$ cat config.mk
export PLATFORM = sky130hd
export DESIGN_NAME = ocl_adder_engine_flat
export DESIGN_NICKNAME = d
export VERILOG_FILES = /design/src/rtl/ocl_adder_engine_if.sv /design/src/rtl/ocl_adder_engine.sv /design/src/flat_wrapper.sv
export SDC_FILE = /design/constraint.sdc
export NUM_CORES = 1
export LEC_CHECK = 0
export BUFFER_PORTS_ARGS = -buffer_cell sky130_fd_sc_hd__buf_2
export CORE_MARGIN = 2
export CORE_UTILIZATION = 40
export CTS_BUF_LIST = sky130_fd_sc_hd__clkbuf_8
export CTS_CLUSTER_DIAMETER = 120
export DETAILED_ROUTE_END_ITERATION = 8
export PLACE_DENSITY = 0.61
export SYNTH_ARGS = -nofsm -noshare
export SYNTH_HDL_FRONTEND = slang
export SYNTH_SLANG_ARGS = --single-unit
$ cat constraint.sdc
create_clock -name clk_main_a0 -period 3.7 [get_ports clk_main_a0]
set_input_delay 0.925 -clock clk_main_a0 [delete_from_list [all_inputs] [get_ports clk_main_a0]]
set_output_delay 0.925 -clock clk_main_a0 [all_outputs]
set_load 0.03 [all_outputs]
$ cat src/rtl/ocl_adder_engine_if.sv
// Bus bundle between the OCL AXI-L slave channel logic and the adder engine.
// The master drives write beats, read requests and rready; the slave returns read data and status.
interface ocl_adder_engine_if;
  logic        wr_en;
  logic [31:0] wr_addr;
  logic [31:0] wdata;
  logic [3:0]  wstrb;
  logic        rd_req;
  logic [31:0] rd_addr;
  logic        rready;
  logic        rvalid;
  logic [31:0] rdata;
  logic [1:0]  rresp;
  logic        busy;
  logic [31:0] result_lo;

  modport master (
    output wr_en, wr_addr, wdata, wstrb, rd_req, rd_addr, rready,
    input  rvalid, rdata, rresp, busy, result_lo
  );

  modport slave (
    input  wr_en, wr_addr, wdata, wstrb, rd_req, rd_addr, rready,
    output rvalid, rdata, rresp, busy, result_lo
  );
endinterface

$ cat src/rtl/ocl_adder_engine.sv
// Register-mapped 64-bit sliced carry-chain adder behind the OCL AXI-L slave.
// Define OCL_ADDER_SUB_EN to enable subtraction through CTRL bit2 (STATUS[4] shows it).
module ocl_adder_engine #(
  parameter int unsigned SLICE_W    = 16,
  parameter logic [31:0] BASE_ADDR  = 32'h0000_0500,
  parameter logic [31:0] UNIMPL_VAL = 32'hDEAD_BEEF
) (
  input logic               clk_main_a0,
  input logic               rst_main_n,
  ocl_adder_engine_if.slave ocl_io
);
  localparam int unsigned NSLICES = 64 / SLICE_W;
  localparam int unsigned IdxW    = (NSLICES > 1) ? $clog2(NSLICES) : 1;
  localparam logic [IdxW-1:0] LastIdx = IdxW'(NSLICES - 1);

  typedef enum logic {StIdle, StRun} state_e;

  state_e          state_q, state_d;
  logic [63:0]     opa_q, opa_d, opb_q, opb_d;
  logic [63:0]     wa_q, wa_d, wb_q, wb_d;
  logic [63:0]     shadow_q, shadow_d, res_q, res_d;
  logic [IdxW-1:0] idx_q, idx_d;
  logic            carry_q, carry_d, cflag_q, cflag_d;
  logic            done_q, done_d, ovr_q, ovr_d;
  logic [7:0]      opcnt_q, opcnt_d;
  logic            rvalid_q, rvalid_d;
  logic [31:0]     rdata_q, rdata_d;

  logic            start_sub;
`ifdef OCL_ADDER_SUB_EN
  logic            sub_q, sub_d;
  assign start_sub = ocl_io.wdata[2];
`else
  logic            sub_q;
  assign sub_q     = 1'b0;
  assign start_sub = 1'b0;
`endif

  logic        busy;
  logic [31:0] status;
  logic [31:0] wr_off, rd_off, rd_val;
  logic        wr_hit, ctrl_wr, start_wr, clear_wr;
  logic [SLICE_W:0] sum;

  assign busy   = (state_q == StRun);
  assign status = {16'h0, opcnt_q, 3'b000, sub_q, ovr_q, cflag_q, done_q, busy};

  // Offsets are taken relative to the window base so one compare covers the range check.
  assign wr_off   = ocl_io.wr_addr - BASE_ADDR;
  assign rd_off   = ocl_io.rd_addr - BASE_ADDR;
  assign wr_hit   = ocl_io.wr_en && (wr_off < 32'd32);
  assign ctrl_wr  = wr_hit && (wr_off[4:2] == 3'd4);
  assign clear_wr = ctrl_wr && ocl_io.wdata[1];
  assign start_wr = ctrl_wr && ocl_io.wdata[0] && !ocl_io.wdata[1];

  assign sum = {1'b0, wa_q[SLICE_W-1:0]} + {1'b0, wb_q[SLICE_W-1:0]}
             + {{SLICE_W{1'b0}}, carry_q};

  function automatic logic [31:0] merge(input logic [31:0] old, input logic [31:0] nw,
                                        input logic [3:0] strb);
    logic [31:0] r;
    r = old;
    for (int i = 0; i < 4; i++) begin
      if (strb[i]) r[8*i +: 8] = nw[8*i +: 8];
    end
    return r;
  endfunction

  always_comb begin
    rd_val = UNIMPL_VAL;
    if (rd_off < 32'd32) begin
      case (rd_off[4:2])
        3'd0: rd_val = opa_q[31:0];
        3'd1: rd_val = opa_q[63:32];
        3'd2: rd_val = opb_q[31:0];
        3'd3: rd_val = opb_q[63:32];
        3'd4: rd_val = 32'h0;
        3'd5: rd_val = status;
        3'd6: rd_val = res_q[31:0];
        3'd7: rd_val = res_q[63:32];
      endcase
    end
  end

  always_comb begin
    state_d  = state_q;
    opa_d    = opa_q;
    opb_d    = opb_q;
    wa_d     = wa_q;
    wb_d     = wb_q;
    shadow_d = shadow_q;
    res_d    = res_q;
    idx_d    = idx_q;
    carry_d  = carry_q;
    cflag_d  = cflag_q;
    done_d   = done_q;
    ovr_d    = ovr_q;
    opcnt_d  = opcnt_q;
    rvalid_d = rvalid_q;
    rdata_d  = rdata_q;
`ifdef OCL_ADDER_SUB_EN
    sub_d    = sub_q;
`endif

    if (wr_hit && !busy) begin
      case (wr_off[4:2])
        3'd0:    opa_d[31:0]  = merge(opa_q[31:0],  ocl_io.wdata, ocl_io.wstrb);
        3'd1:    opa_d[63:32] = merge(opa_q[63:32], ocl_io.wdata, ocl_io.wstrb);
        3'd2:    opb_d[31:0]  = merge(opb_q[31:0],  ocl_io.wdata, ocl_io.wstrb);
        3'd3:    opb_d[63:32] = merge(opb_q[63:32], ocl_io.wdata, ocl_io.wstrb);
        default: ;
      endcase
    end

    unique case (state_q)
      StIdle: begin
        if (start_wr) begin
          state_d = StRun;
          wa_d    = opa_q;
          // Subtraction folds into the same chain as A + ~B with carry-in 1.
          wb_d    = opb_q ^ {64{start_sub}};
          carry_d = start_sub;
          idx_d   = '0;
          done_d  = 1'b0;
`ifdef OCL_ADDER_SUB_EN
          sub_d   = start_sub;
`endif
        end
      end
      StRun: begin
        wa_d     = wa_q >> SLICE_W;
        wb_d     = wb_q >> SLICE_W;
        shadow_d = (shadow_q >> SLICE_W) | (64'(sum[SLICE_W-1:0]) << (64 - SLICE_W));
        carry_d  = sum[SLICE_W];
        idx_d    = idx_q + 1'b1;
        if (idx_q == LastIdx) begin
          state_d = StIdle;
          res_d   = shadow_d;
          cflag_d = sum[SLICE_W];
          done_d  = 1'b1;
          opcnt_d = opcnt_q + 8'd1;
        end
        if (start_wr) ovr_d = 1'b1;
      end
    endcase

    if (clear_wr) begin
      state_d = StIdle;
      done_d  = 1'b0;
      cflag_d = 1'b0;
      ovr_d   = 1'b0;
      res_d   = '0;
      opcnt_d = '0;
    end

    if (!rvalid_q) begin
      if (ocl_io.rd_req) begin
        rvalid_d = 1'b1;
        rdata_d  = rd_val;
      end
    end else if (ocl_io.rready) begin
      rvalid_d = 1'b0;
      rdata_d  = '0;
    end
  end

  always_ff @(posedge clk_main_a0 or negedge rst_main_n) begin
    if (!rst_main_n) begin
      state_q  <= StIdle;
      opa_q    <= '0;
      opb_q    <= '0;
      wa_q     <= '0;
      wb_q     <= '0;
      shadow_q <= '0;
      res_q    <= '0;
      idx_q    <= '0;
      carry_q  <= 1'b0;
      cflag_q  <= 1'b0;
      done_q   <= 1'b0;
      ovr_q    <= 1'b0;
      opcnt_q  <= '0;
      rvalid_q <= 1'b0;
      rdata_q  <= '0;
`ifdef OCL_ADDER_SUB_EN
      sub_q    <= 1'b0;
`endif
    end else begin
      state_q  <= state_d;
      opa_q    <= opa_d;
      opb_q    <= opb_d;
      wa_q     <= wa_d;
      wb_q     <= wb_d;
      shadow_q <= shadow_d;
      res_q    <= res_d;
      idx_q    <= idx_d;
      carry_q  <= carry_d;
      cflag_q  <= cflag_d;
      done_q   <= done_d;
      ovr_q    <= ovr_d;
      opcnt_q  <= opcnt_d;
      rvalid_q <= rvalid_d;
      rdata_q  <= rdata_d;
`ifdef OCL_ADDER_SUB_EN
      sub_q    <= sub_d;
`endif
    end
  end

  assign ocl_io.rvalid    = rvalid_q;
  assign ocl_io.rdata     = rdata_q;
  assign ocl_io.rresp     = 2'b00;
  assign ocl_io.busy      = busy;
  assign ocl_io.result_lo = res_q[31:0];
endmodule

$ cat src/flat_wrapper.sv
// flat-port wrapper written by rule: the top's interface ports become plain ports
module ocl_adder_engine_flat 
#(
  parameter int unsigned SLICE_W    = 16,
  parameter logic [31:0] BASE_ADDR  = 32'h0000_0500,
  parameter logic [31:0] UNIMPL_VAL = 32'hDEAD_BEEF
)
  (clk_main_a0, rst_main_n, ocl_io_wr_en, ocl_io_wr_addr, ocl_io_wdata, ocl_io_wstrb, ocl_io_rd_req, ocl_io_rd_addr, ocl_io_rready, ocl_io_rvalid, ocl_io_rdata, ocl_io_rresp, ocl_io_busy, ocl_io_result_lo);
  ocl_adder_engine_if ocl_io_i ();
  input logic clk_main_a0;
  input logic rst_main_n;
  input wire logic [$bits(ocl_io_i.wr_en)-1:0] ocl_io_wr_en;
  input wire logic [$bits(ocl_io_i.wr_addr)-1:0] ocl_io_wr_addr;
  input wire logic [$bits(ocl_io_i.wdata)-1:0] ocl_io_wdata;
  input wire logic [$bits(ocl_io_i.wstrb)-1:0] ocl_io_wstrb;
  input wire logic [$bits(ocl_io_i.rd_req)-1:0] ocl_io_rd_req;
  input wire logic [$bits(ocl_io_i.rd_addr)-1:0] ocl_io_rd_addr;
  input wire logic [$bits(ocl_io_i.rready)-1:0] ocl_io_rready;
  output wire logic [$bits(ocl_io_i.rvalid)-1:0] ocl_io_rvalid;
  output wire logic [$bits(ocl_io_i.rdata)-1:0] ocl_io_rdata;
  output wire logic [$bits(ocl_io_i.rresp)-1:0] ocl_io_rresp;
  output wire logic [$bits(ocl_io_i.busy)-1:0] ocl_io_busy;
  output wire logic [$bits(ocl_io_i.result_lo)-1:0] ocl_io_result_lo;
  assign ocl_io_i.wr_en = ocl_io_wr_en;
  assign ocl_io_i.wr_addr = ocl_io_wr_addr;
  assign ocl_io_i.wdata = ocl_io_wdata;
  assign ocl_io_i.wstrb = ocl_io_wstrb;
  assign ocl_io_i.rd_req = ocl_io_rd_req;
  assign ocl_io_i.rd_addr = ocl_io_rd_addr;
  assign ocl_io_i.rready = ocl_io_rready;
  assign ocl_io_rvalid = ocl_io_i.rvalid;
  assign ocl_io_rdata = ocl_io_i.rdata;
  assign ocl_io_rresp = ocl_io_i.rresp;
  assign ocl_io_busy = ocl_io_i.busy;
  assign ocl_io_result_lo = ocl_io_i.result_lo;
  ocl_adder_engine #(.SLICE_W(SLICE_W), .BASE_ADDR(BASE_ADDR), .UNIMPL_VAL(UNIMPL_VAL)) u_core (.clk_main_a0(clk_main_a0), .rst_main_n(rst_main_n), .ocl_io(ocl_io_i));
endmodule
# --- After elaboration in Yosys (flattened, before gate mapping) ---
# Index checks and enable logic that the tools add are counted.
word_totals:
  register_bits: 432
  out_inout_bits: 68
classes:
  eq_ne: 16
  addsub: 6
  n_reduce_logical: 34
  mux: 35
  magnitude_cmp: 2
  bitwise_logic: 2
op_table:
  columns: ["operator", "n"]
  rows:
  - ["64-bit two-way mux", 5]
  - ["32-bit case mux with 8 select lines", 1]
  - ["64-bit case mux with 2 select lines", 2]
  - ["32-bit two-way mux", 4]
  - ["32-bit by 6-bit less-than comparator with 1-bit output, second input constant", 2]
  - ["48-bit by 64-bit bitwise OR with 64-bit output", 1]
  - ["32-bit by 11-bit subtractor with 32-bit output, second input constant", 2]
  - ["3-bit AND reduction", 16]
  - ["8-bit two-way mux", 3]
  - ["16-bit by 16-bit adder with 17-bit output", 1]
  - ["17-bit by 1-bit adder with 17-bit output", 1]
  - ["3-bit equality test, second input constant", 5]
  - ["1-bit two-way mux", 15]
  - ["3-bit by 2-bit equality test with 1-bit output, second input constant", 4]
  - ["8-bit by 1-bit adder with 8-bit output, second input constant", 1]
  - ["2-bit AND reduction", 4]
  - ["2-bit nonzero test", 4]
  - ["3-bit by 1-bit equality test with 1-bit output, second input constant", 2]
  - ["1-bit logical AND", 6]
  - ["3-bit logical NOT", 2]
  - ["1-bit case mux with 2 select lines", 3]
  - ["2-bit case mux with 2 select lines", 1]
  - ["3-bit by 1-bit inequality test with 1-bit output, second input constant", 1]
  - ["3-bit inequality test, second input constant", 1]
  - ["7 further kinds", 8]

# --- Longest topological paths before layout ---
depth:
  ltp_word: 9
  depth_mapped: 12
  depth_no_buf: 12

# --- Worst setup path before layout ---
# Ideal clock, no wire load.
synth_timing:
  path_type: "input port to flip-flop"
  from: "in ocl_io_wr_addr[18]"
  to: "reg u_core.opa_q[32]"
  arrival_ps: 2844
  n_path_buf: 1
  required_time_ps: 3572
  slack_ps: 729
  cell_stages: 9
  setup_ps: 128
  path_cell_list: "nor4_2 > nand4_1 > a21oi_1 > o22ai_1 > or3_1 > and4bb_1 > buf_4 > nand2_4 > mux2_1"
synth_via:
  elab_chain_cells: 5
synth_lines:
  columns: ["item", "line_no", "rtl"]
  rows:
  - ["start: declaration", "flat_wrapper.sv:13", "input wire logic [$bits(ocl_io_i.wr_addr)-1:0] ocl_io_wr_addr;"]
  - ["32-bit by 11-bit subtractor with 32-bit output", "ocl_adder_engine.sv:49", "assign wr_off = ocl_io.wr_addr - BASE_ADDR;"]
  - ["32-bit by 6-bit less-than comparator with 1-bit output", "ocl_adder_engine.sv:51", "assign wr_hit = ocl_io.wr_en && (wr_off < 32'd32);"]
  - ["1-bit logical AND", "ocl_adder_engine.sv:51", null]
  - ["1-bit logical AND", "ocl_adder_engine.sv:105", "if (wr_hit && !busy) begin"]
  - ["3-bit AND reduction (no source line)", null, null]
  - ["end signal: assignment", "ocl_adder_engine.sv:189", "opa_q <= opa_d;"]
  - ["end: declaration", "ocl_adder_engine.sv:19", "logic [63:0] opa_q, opa_d, opb_q, opb_d;"]
# No other way between the ends.
# A chain may end at the register's enable or synchronous reset.

# --- Worst setup path after layout ---
layout_timing:
  from: "reg u_core.wa_q[0]"
  to: "reg u_core.res_q[62]"
layout_via:
  elab_chain_cells: 6
layout_lines:
  columns: ["item", "line_no", "rtl"]
  rows:
  - ["start: declaration", "ocl_adder_engine.sv:20", "logic [63:0] wa_q, wa_d, wb_q, wb_d;"]
  - ["start signal: assignment", "ocl_adder_engine.sv:191", "wa_q <= wa_d;"]
  - ["16-bit by 16-bit adder with 17-bit output", "ocl_adder_engine.sv:56", "assign sum = {1'b0, wa_q[SLICE_W-1:0]} + {1'b0, wb_q[SLICE_W-1:0]}"]
  - ["17-bit by 1-bit adder with 17-bit output", "ocl_adder_engine.sv:57", "+ {{SLICE_W{1'b0}}, carry_q};"]
  - ["48-bit by 64-bit bitwise OR with 64-bit output", "ocl_adder_engine.sv:133", "shadow_d = (shadow_q >> SLICE_W) | (64'(sum[SLICE_W-1:0]) << (64 - SLICE_W));"]
  - ["64-bit two-way mux", "ocl_adder_engine.sv:136", "if (idx_q == LastIdx) begin"]
  - ["64-bit two-way mux", "ocl_adder_engine.sv:115", "unique case (state_q)"]
  - ["64-bit two-way mux", "ocl_adder_engine.sv:147", "if (clear_wr) begin"]
  - ["end signal: assignment", "ocl_adder_engine.sv:194", "res_q <= res_d;"]
  - ["end: declaration", "ocl_adder_engine.sv:21", "logic [63:0] shadow_q, shadow_d, res_q, res_d;"]
# No other way between the ends. The select of a mux whose other input is x is not followed.

==> flow_summary.ini <==
[run_status]
status = finished clean

[clock_network]
postCtsSetupBuffers = 0
clock_sinks = 416
cts-root-buf = clkbuf_8
cts_made_buffers = 72
cts_resized = 0
clkTransAtPathRegs_ns = 0.06
cts_tree = done
cts_buffer_depth = 3
clk_latency_ns = 0.64
ctsHoldBuffers = 0
htree_num_levels = 3

[sta]
grt_setup_unrepaired = no
setup_tns_ns = 0
final_max_slew_viol_count = 0
fin_crit_ns = 3.253
fin_crit_sh_pct = 87.91
slew_headroom_pct = 45.48
worst-slew-pin-transition_ns = 0.8178
final_hold_viol_count = 0
clock.fmax_ghz = 0.3075
setup_violations = 0
clock_skew_ns = 0.02856

[routing]
ant_nets = 0
dr.pass1.iters = 6
viasPerCell = 5.525
routed_wl_mm = 56.15
drtIter0Drc = 1058
avgRoutedWirePerCell_um = 21.79
drc = 0
num_vias = 14240

[critical_path]
worstSetupPathType = reg -> reg
cp.arrival_ns = 3.71
path_cells = inv_1 > fa_1 > inv_1 > fa_1 > a21o_1 > a221oi_1 > buf_4 > a22oi_1 > a21oi_1 > o211ai_1 > o21ai_0 > xor2_1 > a211oi_1
critical_path.max_fanout = 4
cpPeakStageDelay_ns = 0.43
end_kind = flip-flop
cpMaxStageDelayCell = dfrtp_1
cp.required_ns = 4.15
cp-start-kind = flip-flop

[global_route]
grt_pass1_wl_mm = 86.46
grt_max_degree = 83
grt_usage_pct = 22.65
first_global_vias = 14250
antenna_found_initial = 5
grt-ovfl-total = 0

[finish]
drive_gt1_share_pct = 25.87
layout_common_cells = dfrtp_1 (415), nand2_1 (347), buf_2 (164)
final_common_cell = dfrtp_1
area_growth_pct = 14.12
fin_nets = 2033
finalNonFillerCells = 2577

[run]
cap_violations = 0

[yosys]
synth_edf_count = 0
syn_area_um2 = 19370
synth_seq_cells = 416
yosysWarnings = 0
synth-async-reset-ratio_pct = 100.0
ys_types = 59
synth_cells = 1766
synth_ff_type = dfrtp_1
ys_seq_area_share_pct = 53.73
syn_area_per_cell_um2 = 10.97

[place]
place_inst = 2450
port_buffers = 166
gp_congestion = 0.8624
post-dp-hpwl_mm = 38.86

[power_and_ir_drop]
p_leak_nw = 10.62
p_per_area_nw_per_um2 = 419.0
peakVddDrop_v = 0.0002140
fin_total_pwr_mw = 9.264

[floorplan]
chipWidth_um = 224.1
pin_count = 173
initial_utilization_pct = 40.58
rows = 80
core-area_um2 = 47750
die_h_um = 224.1
fp.dieArea_um2 = 50210

[worst_hold_path]
hold_class = in -> async
## cell families after synthesis
family	count (synthesis)	share of synthesized area [%]
flip-flops	416	53.73
multiplexers	331	19.63
adder cells (fa/ha/maj)	19	1.305
XOR/XNOR	21	0.9494
AO/OA/AOI/OAI	345	10.01
buffers and inverters	152	3.752
AND/OR/NAND/NOR	481	10.60
other	1	0.01936
## layout make-up
type	instances	area (um2)
Fill cell	4427	25640
Sequential cell	416	10410
Multi-Input combinational cell	1199	8254
Timing Repair Buffer	206	1256
Clock buffer	85	1170
Tap cell	615	769.5
Clock inverter	40	187.7
Inverter	14	52.55
Antenna cell	2	5.005
## power breakdown
group / total, mW / internal (mW) / switching [mW]
sequential: 4.64 / 4.61 / 0.0322
combinational: 0.648 / 0.181 / 0.467
clock: 3.97 / 2.09 / 1.88
## synthesized netlist by cell type (all sizes together) (3+ instances only)
cell	number	area (um2)
a221oi	16	140.1
mux2	192	2162
or3	6	37.54
ha	17	212.7
nor3b	3	22.52
xor2	8	70.07
nor2b	4	25.02
mux2i	119	1191
mux4	20	450.4
a22oi	4	30.03
nand2	360	1401
a22o	3	26.28
a31oi	6	37.54
nand4	6	37.54
a21oi	123	615.6
dfrtp	416	10410
xnor2	13	113.9
o211ai	13	97.59
nor2	50	187.7
o22ai	4	25.02
and2	3	18.77
clkbuf	77	289.0
o21ai	148	740.7
nor3	6	30.03
a211oi	8	60.06
nand3	15	75.07
buf	61	385.4
nor4	12	96.34
nand2b	5	31.28
o21a	7	52.55
inv	14	52.55
o221a	3	33.78
## per-stage QoR
stage | hold slack, ns | util (%) | worst slack (ns) | cell area [um2]
2_1_floorplan | 0.4528 | - | 0.7287 | 19380
3_3_place_gp | 0.4628 | 43.45 | 0.2611 | 20750
3_5_place_dp | 0.4670 | 43.45 | 0.2217 | 20750
4_1_cts | 0.2768 | 46.29 | 0.5357 | 22100
5_1_grt | 0.3185 | 46.30 | 0.3473 | 22110
6_report | 0.2781 | 46.31 | 0.4475 | 22110
## flip-flops by register name, indices dropped and copies added, names as in the netlist, 2 cells and up
name and cells:
u_core.idx_q 2, u_core.shadow_q 48, u_core.res_q 64, u_core.ocl_io.rdata 32
u_core.wb_q 64, u_core.opa_q 64, u_core.wa_q 64, u_core.opb_q 64
u_core.opcnt_q 8
## layer usage
metal | wire length (um) | track usage [%] | vias up
li1 | - | - | 6475
met1 | 26880 | 33.99 | 7238
met2 | 24720 | 33.27 | 448
met3 | 3578 | 4.276 | 72
met4 | 937 | 6.581 | 4
met5 | 26 | 0 | -
## critical path, delay by kind of cell, from the launching register on
kind	cells	cell delay, ns
XOR/XNOR	1	0.32
buffers and inverters	3	0.37
AO/OA/AOI/OAI	7	1.38
flip-flops	1	0.43
adder cells (fa/ha/maj)	2	0.59
## final timing paths
path | startpoint | endpoint | slack [ns] | depth (start not counted)
setup / recovery | u_core.wa_q[0]$_DFFE_PN0P_ | u_core.res_q[62]$_DFFE_PN0P_ | 0.45 | 13
hold / removal | rst_main_n | u_core.ocl_io.rdata[16]$_DFFE_PN0P_ | 0.28 | 1
setup reg to reg | u_core.wa_q[0]$_DFFE_PN0P_ | u_core.res_q[62]$_DFFE_PN0P_ | 0.45 | 13
hold reg to reg | u_core.ocl_io.rdata[15]$_DFFE_PN0P_ | u_core.ocl_io.rdata[15]$_DFFE_PN0P_ | 0.47 | 2
max in group asynchronous | rst_main_n | u_core.wb_q[44]$_DFFE_PN0P_ | 2.19 | 2
min in group clk_main_a0 | u_core.ocl_io.rdata[15]$_DFFE_PN0P_ | u_core.ocl_io.rdata[15]$_DFFE_PN0P_ | 0.47 | 2
Note: power is estimated with default switching activity, not from simulation.
